**config.mk**
```make
export PLATFORM = sky130hd
export DESIGN_NAME = radix4_div_responder_flat
export DESIGN_NICKNAME = d
export VERILOG_FILES = /design/src/rtl/radix4_div_responder_if.sv /design/src/rtl/radix4_div_responder.sv /design/src/flat_wrapper.sv
export SDC_FILE = /design/constraint.sdc
export NUM_CORES = 1
export LEC_CHECK = 0
export CORE_AREA = 2 2 183 185
export DETAILED_ROUTE_END_ITERATION = 10
export DIE_AREA = 0 0 185 187
export GPL_ROUTABILITY_DRIVEN = 0
export PLACE_DENSITY = 0.72
export SLEW_MARGIN = 20
export SYNTH_ARGS = -nofsm -noshare
export SYNTH_HDL_FRONTEND = slang
export SYNTH_SLANG_ARGS = --single-unit
export TNS_END_PERCENT = 30
```
**constraint.sdc**
```tcl
create_clock -name clk_i -period 3.08 [get_ports clk_i]
set_input_delay 0.924 -clock clk_i [delete_from_list [all_inputs] [get_ports clk_i]]
set_output_delay 0.924 -clock clk_i [all_outputs]
set_load 0.01 [all_outputs]
```
**src/rtl/radix4_div_responder_if.sv**
```systemverilog
// Divide handshake between the muldiv initiator and the radix-4 divider.
//   master : initiator side (drives request strobe and operand magnitudes)
//   slave  : divider side (returns busy, quotient, remainder, completion pulse)
// Signals:
//   input_valid_i  request strobe
//   dividend_i     unsigned dividend magnitude
//   divisor_i      unsigned divisor magnitude
//   busy_o         request in flight
//   quotient_o     quotient, valid with output_valid_o
//   remainder_o    remainder, valid with output_valid_o
//   output_valid_o single-cycle completion pulse
interface radix4_div_responder_if #(
   parameter int WIDTH = 32
);
   logic             input_valid_i;
   logic [WIDTH-1:0] dividend_i;
   logic [WIDTH-1:0] divisor_i;
   logic             busy_o;
   logic [WIDTH-1:0] quotient_o;
   logic [WIDTH-1:0] remainder_o;
   logic             output_valid_o;

   modport master (
      output input_valid_i, dividend_i, divisor_i,
      input  busy_o, quotient_o, remainder_o, output_valid_o
   );

   modport slave (
      input  input_valid_i, dividend_i, divisor_i,
      output busy_o, quotient_o, remainder_o, output_valid_o
   );
endinterface

```
**src/rtl/radix4_div_responder.sv**
```systemverilog
// Radix-4 multi-cycle unsigned divider, responder side of the muldiv divide
// handshake. Produces two quotient bits per cycle; WIDTH/2 + 1 cycles from
// acceptance to the output_valid_o pulse. Divide-by-zero returns all-ones
// quotient and remainder = dividend in one cycle (RISC-V M convention).
// Optional feature macro: DIV_EARLY_OUT_EN -- when defined, dividend < divisor
// completes in one cycle with quotient 0, remainder = dividend.
// Ports:
//   clk_i  clock (rising edge)
//   rst_ni asynchronous active-low reset
//   div    radix4_div_responder_if.slave (request in, result out)
module radix4_div_responder #(
   parameter int WIDTH = 32
) (
   input  logic                   clk_i,
   input  logic                   rst_ni,
   radix4_div_responder_if.slave  div
);
   localparam int CW = $clog2(WIDTH/2 + 1);

   typedef enum logic [1:0] {IDLE, CALC, DONE} state_t;

   state_t           state;
   logic [WIDTH-1:0] qr;          // dividend shifts out the top, quotient digits shift in the bottom
   logic [WIDTH+1:0] rem;
   logic [WIDTH+1:0] d1, d2, d3;
   logic [CW-1:0]    cnt;

   logic [WIDTH+1:0] r_sh, r_nx;
   logic [1:0]       digit;
   logic [WIDTH-1:0] qr_nx;
   logic             take;

   // DONE accepts a new request so the initiator can issue back-to-back.
   assign take = div.input_valid_i && (state == IDLE || state == DONE);

   always_comb begin
      r_sh  = (rem << 2) | {{WIDTH{1'b0}}, qr[WIDTH-1:WIDTH-2]};
      digit = 2'd0;
      r_nx  = r_sh;
      if (r_sh >= d3) begin
         digit = 2'd3;
         r_nx  = r_sh - d3;
      end else if (r_sh >= d2) begin
         digit = 2'd2;
         r_nx  = r_sh - d2;
      end else if (r_sh >= d1) begin
         digit = 2'd1;
         r_nx  = r_sh - d1;
      end
      qr_nx = {qr[WIDTH-3:0], digit};
   end

   always_ff @(posedge clk_i or negedge rst_ni) begin
      if (!rst_ni) begin
         state              <= IDLE;
         qr                 <= '0;
         rem                <= '0;
         d1                 <= '0;
         d2                 <= '0;
         d3                 <= '0;
         cnt                <= '0;
         div.busy_o         <= 1'b0;
         div.output_valid_o <= 1'b0;
         div.quotient_o     <= '0;
         div.remainder_o    <= '0;
      end else begin
         div.output_valid_o <= 1'b0;
         div.busy_o         <= 1'b0;
         if (take) begin
            if (div.divisor_i == '0) begin
               state              <= DONE;
               div.quotient_o     <= '1;
               div.remainder_o    <= div.dividend_i;
               div.output_valid_o <= 1'b1;
            end
`ifdef DIV_EARLY_OUT_EN
            else if (div.dividend_i < div.divisor_i) begin
               state              <= DONE;
               div.quotient_o     <= '0;
               div.remainder_o    <= div.dividend_i;
               div.output_valid_o <= 1'b1;
            end
`endif
            else begin
               state      <= CALC;
               qr         <= div.dividend_i;
               rem        <= '0;
               d1         <= {2'b00, div.divisor_i};
               d2         <= {1'b0, div.divisor_i, 1'b0};
               d3         <= {2'b00, div.divisor_i} + {1'b0, div.divisor_i, 1'b0};
               cnt        <= CW'(WIDTH/2);
               div.busy_o <= 1'b1;
            end
         end else begin
            case (state)
               CALC: begin
                  qr  <= qr_nx;
                  rem <= r_nx;
                  cnt <= cnt - 1'b1;
                  if (cnt == CW'(1)) begin
                     state              <= DONE;
                     div.quotient_o     <= qr_nx;
                     div.remainder_o    <= r_nx[WIDTH-1:0];
                     div.output_valid_o <= 1'b1;
                  end else begin
                     div.busy_o <= 1'b1;
                  end
               end
               DONE:    state <= IDLE;
               default: state <= IDLE;
            endcase
         end
      end
   end
endmodule

```
**src/flat_wrapper.sv**
```systemverilog
// flat-port wrapper written by rule: the top's interface ports become plain ports
module radix4_div_responder_flat 
#(
   parameter int WIDTH = 32
)
  (clk_i, rst_ni, div_input_valid_i, div_dividend_i, div_divisor_i, div_busy_o, div_quotient_o, div_remainder_o, div_output_valid_o);
  radix4_div_responder_if #(.WIDTH(WIDTH)) div_i ();
  input  logic clk_i;
  input  logic rst_ni;
  input wire logic [$bits(div_i.input_valid_i)-1:0] div_input_valid_i;
  input wire logic [$bits(div_i.dividend_i)-1:0] div_dividend_i;
  input wire logic [$bits(div_i.divisor_i)-1:0] div_divisor_i;
  output wire logic [$bits(div_i.busy_o)-1:0] div_busy_o;
  output wire logic [$bits(div_i.quotient_o)-1:0] div_quotient_o;
  output wire logic [$bits(div_i.remainder_o)-1:0] div_remainder_o;
  output wire logic [$bits(div_i.output_valid_o)-1:0] div_output_valid_o;
  assign div_i.input_valid_i = div_input_valid_i;
  assign div_i.dividend_i = div_dividend_i;
  assign div_i.divisor_i = div_divisor_i;
  assign div_busy_o = div_i.busy_o;
  assign div_quotient_o = div_i.quotient_o;
  assign div_remainder_o = div_i.remainder_o;
  assign div_output_valid_o = div_i.output_valid_o;
  radix4_div_responder #(.WIDTH(WIDTH)) u_core (.clk_i(clk_i), .rst_ni(rst_ni), .div(div_i));
endmodule
```
==> results of run 1 <==
## what timing repair did
action                                  4_1_cts  5_1_grt
resized for setup                           233      241
endpoints found under the setup margin      102       82
pin swaps                                    91      124
hold buffers                                  0        0
cloned                                        0        2
buffers inserted                             37       36
## synthesized netlist by cell type, types with 5 or more instances
| cell | instances |
|---|---|
| a211o_1 | 10 |
| a211oi_1 | 21 |
| a21o_1 | 68 |
| a21oi_1 | 170 |
| a221oi_1 | 6 |
| a22oi_1 | 9 |
| a31oi_1 | 65 |
| and2_1 | 9 |
| and3_1 | 12 |
| and4_1 | 5 |
| buf_1 | 5 |
| buf_2 | 12 |
| clkbuf_1 | 82 |
| dfrtp_1 | 202 |
| ha_1 | 148 |
| inv_1 | 128 |
| mux2i_1 | 10 |
| nand2_1 | 235 |
| nand2b_1 | 15 |
| nand3_1 | 38 |
| nand4_1 | 36 |
| nor2_1 | 193 |
| nor2b_1 | 13 |
| nor3_1 | 22 |
| nor4_1 | 13 |
| o2111ai_1 | 5 |
| o211ai_1 | 25 |
| o21a_1 | 29 |
| o21ai_0 | 164 |
| o21ai_1 | 18 |
| o21bai_1 | 15 |
| o22ai_1 | 7 |
| o31ai_1 | 16 |
| or3_1 | 20 |
| xnor2_1 | 58 |
| xor2_1 | 45 |
## critical path: cells and delay by family (launching register included)
| family | cells | cell delay [ns] |
|---|---|---|
| buffers and inverters | 1 | 0.15 |
| adder cells (fa/ha/maj) | 1 | 0.41 |
| AND/OR/NAND/NOR | 5 | 1.11 |
| flip-flops | 1 | 0.49 |
| AO/OA/AOI/OAI | 5 | 1.29 |
## how the worst max path moves through the flow
stage	startpoint	to	slack, ns
after global placement	div_divisor_i[2]	u_core.d3[32]$_DFFE_PN0P_	-0.93
after global routing	u_core.rem[16]$_DFFE_PN0P_	u_core.div.remainder_o[28]$_DFFE_PN0P_	-0.49
after detailed placement	div_divisor_i[2]	u_core.d3[32]$_DFFE_PN0P_	-1.02
after CTS	u_core.qr[30]$_DFFE_PN0P_	u_core.rem[28]$_DFFE_PN0P_	-0.12
final	u_core.rem[16]$_DFFE_PN0P_	u_core.div.remainder_o[28]$_DFFE_PN0P_	-0.50
after floorplan	div_divisor_i[16]	u_core.d3[32]$_DFFE_PN0P_	-0.23
## sequential cells by signal, summed over array words and instances, names as in the netlist
name and cells:
u_core.cnt 5, u_core.div.output_valid_o 1, u_core.qr 32, u_core.div.quotient_o 32, u_core.d1 31, u_core.state 2, u_core.rem 32, u_core.div.remainder_o 32
u_core.d3 34, u_core.div.busy_o 1
## per-layer routing
metal / up-vias / wire [um] / global-route usage [%]
met5: - / 14 / 0
met2: 1289 / 28000 / 52.4
met4: 2 / 3960 / 12.4
met3: 333 / 6690 / 4.96
met1: 8795 / 24300 / 43.6
li1: 8387 / - / -
## layout make-up
class | instances | area, sq um
repair buffers | 670 | 5690
clock buffers | 29 | 638
multi-input cells | 1578 | 11900
well taps | 448 | 561
flip-flops and latches | 202 | 5070
clock inverters | 10 | 115
fillers | 2154 | 8410
inverters | 128 | 485
## stage by stage
| step | std cells | TNS (ns) | hold slack (ns) |
|---|---|---|---|
| after floorplan | 2017 | -0.648 | 0.449 |
| after global placement | 2957 | -88.60 | 0.463 |
| after detailed placement | 2957 | -98.02 | 0.469 |
| after CTS | 3030 | -1.81 | 0.402 |
| after global routing | 3065 | -17.26 | 0.410 |
| final | 3065 | -20.66 | 0.377 |
## cell families after synthesis
family / Yosys count
DFF: 202
AOI/OAI and AO/OA: 680
buffers and inverters: 237
muxes: 11
adders and majority gates: 152
and+or+nand+nor: 632
xor gates and xnor gates: 103
==> impl_metrics.toml, run 1 <==
[status]
status = "finished, violations left"
violations = "DRC, setup timing"

[worst_setup_path]
reg2reg_from = "u_core.rem[16]$_DFFE_PN0P_"
rrSetupSlack_ns = -0.50
crit_slowest_cell = "dfrtp_1"
cp_data_arrival_time_ns = 3.98
crit_fanout = 6
setup.worst_path.start_class = "register"
required_ns = 3.49
regToRegEndpoint = "u_core.div.remainder_o[28]$_DFFE_PN0P_"
crit_path_end_kind = "register"
rr_worst_depth = 12
slowest_delay_ns = 0.49
criticalPathCategory = "register to register"
path_cells = "ha_1 -> nand2_1 -> nor2_1 -> buf_4 -> nand4_1 -> nor3_2 -> a31oi_4 -> o21a_2 -> a221oi_1 -> a211oi_2 -> a211oi_2 -> nor3_2"

[die]
die-area_sq_um = 34600
die_h_um = 187
num_rows = 67
ioPinCount = 133
initial_core_util_pct = 48.9
fp.dieW_um = 185
coreArea_sq_um = 32900

[detailed_routing]
via_count = 18806
viasPerCell = 6.14
wl_um = 63000
wire_per_inst_um = 20.5
dr.first_iter.drc_count = 1937
drc_errors = 2
drtPass1Iterations = 9
drt.antenna.violating_nets = 0

[finish]
final_common_cell = "buf_4"
drive_gt1_share_pct = 33.9
final_core_util_pct = 74.4
fin_area_sq_um = 24400
area_growth_pct = 52.1
antenna_cells = 0
nNetsFinal = 2821
layout_common_cells = "buf_4, nand2_1, dfrtp_1"

[synth]
synth_top_area_share_pct = 31.4
synthMuxAreaShare_pct = 0.693
seq_area_frac_synth_pct = 31.4
synth_edf_count = 0
yosysWarnings = 0
synth_adder_area_share_pct = 12.0
synth_xor_area_share_pct = 5.61
synth_compound_area_share_pct = 26.6
ys_top_cells_by_area = "dfrtp_1, ha_1, nand2_1"
synth_top_family_by_area = "compound AO/OA/AOI/OAI gates"
synth_area_per_cell_sq_um = 7.97
synthArstFlopShare_pct = 100
syn-cell-area_sq_um = 16100
yosysTopAreaCell = "dfrtp_1"
synth_cells = 2017
yosys.area_share.simple_pct = 17.8
synth_top_flop_cell = "dfrtp_1"
syn_nets = 2236
synth_cell_type_count = 83
ys_ff_latch = 202

[place]
hpwl_um = 43300
place_ws_ns = -1.02
port_buffers = 132
dpl_cell_area_sq_um = 21300

[clock_tree]
clock-sinks = 202
h-tree-depth = 1
clk_pin_slew_worst_paths_ns = 0.06
cts_buffers = 22
clk_latency_ns = 0.53
clockBufferDepth = 3
cts_tree = "built"
cts.root.buffer_cell = "clkbuf_16"

[timing]
max_slew_margin_pct = 24.4
fmax_mhz = 280
slew_viol_final = 0
skew_ns = 0.0150
grt_setup_unrepaired = "true"
layout_setup_ws_ns = -0.495
max_slew.worst_pin.slew_ns = 1.13
finalCritPeriodShare_pct = 116
min_period_ns = 3.58
final-hold-violation-count = 0
setup_viol_count_final = 70

[grt]
grt_pass1_vias = 17289
grt_max_degree = 66
gr-total-overflow = 0
grt_use_total_pct = 32.4
antenna_found_initial = 1
grt_pass1_wl_um = 89600

[job]
drv_cap = 0

[min_path]
hold_class = "primary input to async pin"
Power of run 1 is left out: the tool's default activity adds up to more than one toggle a clock period on the data nets, which glitch-free logic cannot reach.
==> run 2: changes to the inputs <==
==> constraint.sdc (replaced) <==
create_clock -name clk_i -period 3.08 [get_ports clk_i]
set_input_delay 0.616 -clock clk_i [delete_from_list [all_inputs] [get_ports clk_i]]
set_output_delay 0.616 -clock clk_i [all_outputs]
set_load 0.01 [all_outputs]
==> run 2 against run 1 <==
The run ends with setup timing left. Global-route usage is essentially flat. Flip-flop and latch count is the same. Routed wire length shrank 2.8%. Cell count down 1.8%. Maximum frequency rose by 8.1%. Non-clock buffer count shrank 53.
==> impl_metrics.toml, run 2 (synthesis gave the netlist of run 1 again) <==
[status]
status = "finished, violations left"
violations = "setup timing"

[grt]
antenna_found_initial = 0
grt_use_total_pct = 32.3
grt_pass1_vias = 17237
grt_pass1_wl_um = 89500
grt_max_degree = 69
gr-total-overflow = 0

[detailed_routing]
drtPass1Iterations = 6
drt.antenna.violating_nets = 0
drc_errors = 0
via_count = 18265
wl_um = 61200
dr.first_iter.drc_count = 2047
wire_per_inst_um = 20.3
viasPerCell = 6.07

[die]
num_rows = 67
fp.dieW_um = 185
die-area_sq_um = 34600
initial_core_util_pct = 48.9
die_h_um = 187
ioPinCount = 133
coreArea_sq_um = 32900

[worst_setup_path]
crit_fanout = 5
crit_slowest_cell = "o21ai_0"
crit_top_cell = "buf_4"
path_cells = "ha_1 -> a21o_1 -> a31oi_1 -> o21ai_1 -> a21oi_2 -> buf_4 -> a21oi_1 -> o21ai_0 -> a221oi_4 -> a211oi_2 -> a211oi_1 -> buf_4 -> nor3_2"
cp_data_arrival_time_ns = 3.75
criticalPathCategory = "register to register"
setup.worst_path.start_class = "register"
path_buf_inv = 2
slowest_delay_ns = 0.55
crit_path_end_kind = "register"
crit_family = "compound AO/OA/AOI/OAI gates"
required_ns = 3.53

[timing]
layout_setup_ws_ns = -0.228
hold_ws_ns = 0.0668
max_slew.worst_pin.slew_ns = 0.984
max_slew_margin_pct = 33.5
grt_setup_unrepaired = "true"
final-hold-violation-count = 0
min_period_ns = 3.31
slew_viol_final = 0
setup_viol_count_final = 65
finalSetupTns_ns = -7.92
skew_ns = 0.0250
fmax_mhz = 302
finalCritPeriodShare_pct = 107

[finish]
largest_register_ffs = 34
drive_gt1_share_pct = 29.5
area_growth_pct = 46.5
nNetsFinal = 2767
layout_common_cells = "buf_4, nand2_1, dfrtp_1"
instances_no_fill = 3009
antenna_cells = 0
regMostFlops = "u_core.d3"
final_common_cell = "buf_4"

[place]
port_buffers = 132
hpwl_um = 43400
dp.cells = 2924

[clock_tree]
clockBufferDepth = 3
h-tree-depth = 1
clk_latency_ns = 0.54
clock-sinks = 202
cts_tree = "built"
cts_buffers = 21
clk_pin_slew_worst_paths_ns = 0.06
cts.root.buffer_cell = "clkbuf_16"

[job]
drv_cap = 0

[min_path]
hold_class = "primary input to async pin"
[run 2: worst reg2reg max path, cell delays in order, from the launching register on]
cell	delay, ns
dfrtp_2	0.48
ha_1	0.35
a21o_1	0.21
a31oi_1	0.16
o21ai_1	0.16
a21oi_2	0.24
buf_4	0.15
a21oi_1	0.07
o21ai_0	0.55
a221oi_4	0.13
a211oi_2	0.36
a211oi_1	0.13
buf_4	0.15
nor3_2	0.09
[run 2: through the flow]
stage	worst slack, ns	utilization (%)	instance area, sq um
global route	-0.338	71.6	23500
finish	-0.228	71.6	23500
detailed placement	-0.731	63.8	21000
floorplan	-0.0210	-	16100
CTS	-0.0975	68.9	22700
global placement	-0.653	63.8	21000
[run 2: path summary, 6_finish.rpt]
check / depth (start not counted) / to / slack, ns / startpoint
max: 13 / u_core.div.remainder_o[28]$_DFFE_PN0P_ / -0.23 / u_core.rem[3]$_DFFE_PN0P_
min: 1 / u_core.qr[6]$_DFFE_PN0P_ / 0.07 / rst_ni
max reg2reg: 13 / u_core.div.remainder_o[28]$_DFFE_PN0P_ / -0.23 / u_core.rem[3]$_DFFE_PN0P_
min reg2reg: 1 / u_core.div.remainder_o[18]$_DFFE_PN0P_ / 0.48 / u_core.div.remainder_o[18]$_DFFE_PN0P_
max in group asynchronous: 2 / u_core.rem[19]$_DFFE_PN0P_ / 2.21 / rst_ni
min in group clk_i: 1 / u_core.div.remainder_o[18]$_DFFE_PN0P_ / 0.48 / u_core.div.remainder_o[18]$_DFFE_PN0P_
[run 2: layout make-up]
type                    instances  area, sq um
fillers                      2413         9320
clock buffers                  30          629
flip-flops and latches        202         5070
inverters                     128          480
well taps                     448          561
clock inverters                 6         61.3
repair buffers                617         5350
multi-input cells            1578        11400
[run 2: layer usage]
layer	up-vias	GRT usage, %	part of all wire (%)
met1	8583	44.5	40
met2	1139	51.6	44
met5	-	0	0
met3	260	4.15	10
met4	0	12.9	5.9
li1	8283	-	-
[run 2: timing repair]
item | in CTS | in global routing
buffers inserted | 27 | 16
endpoints found under the setup margin | 79 | 79
pin swaps | 78 | 95
cloned | 2 | 4
gates resized for setup | 157 | 149
hold buffers | 0 | 0
Power of run 2 is left out for the same reason.
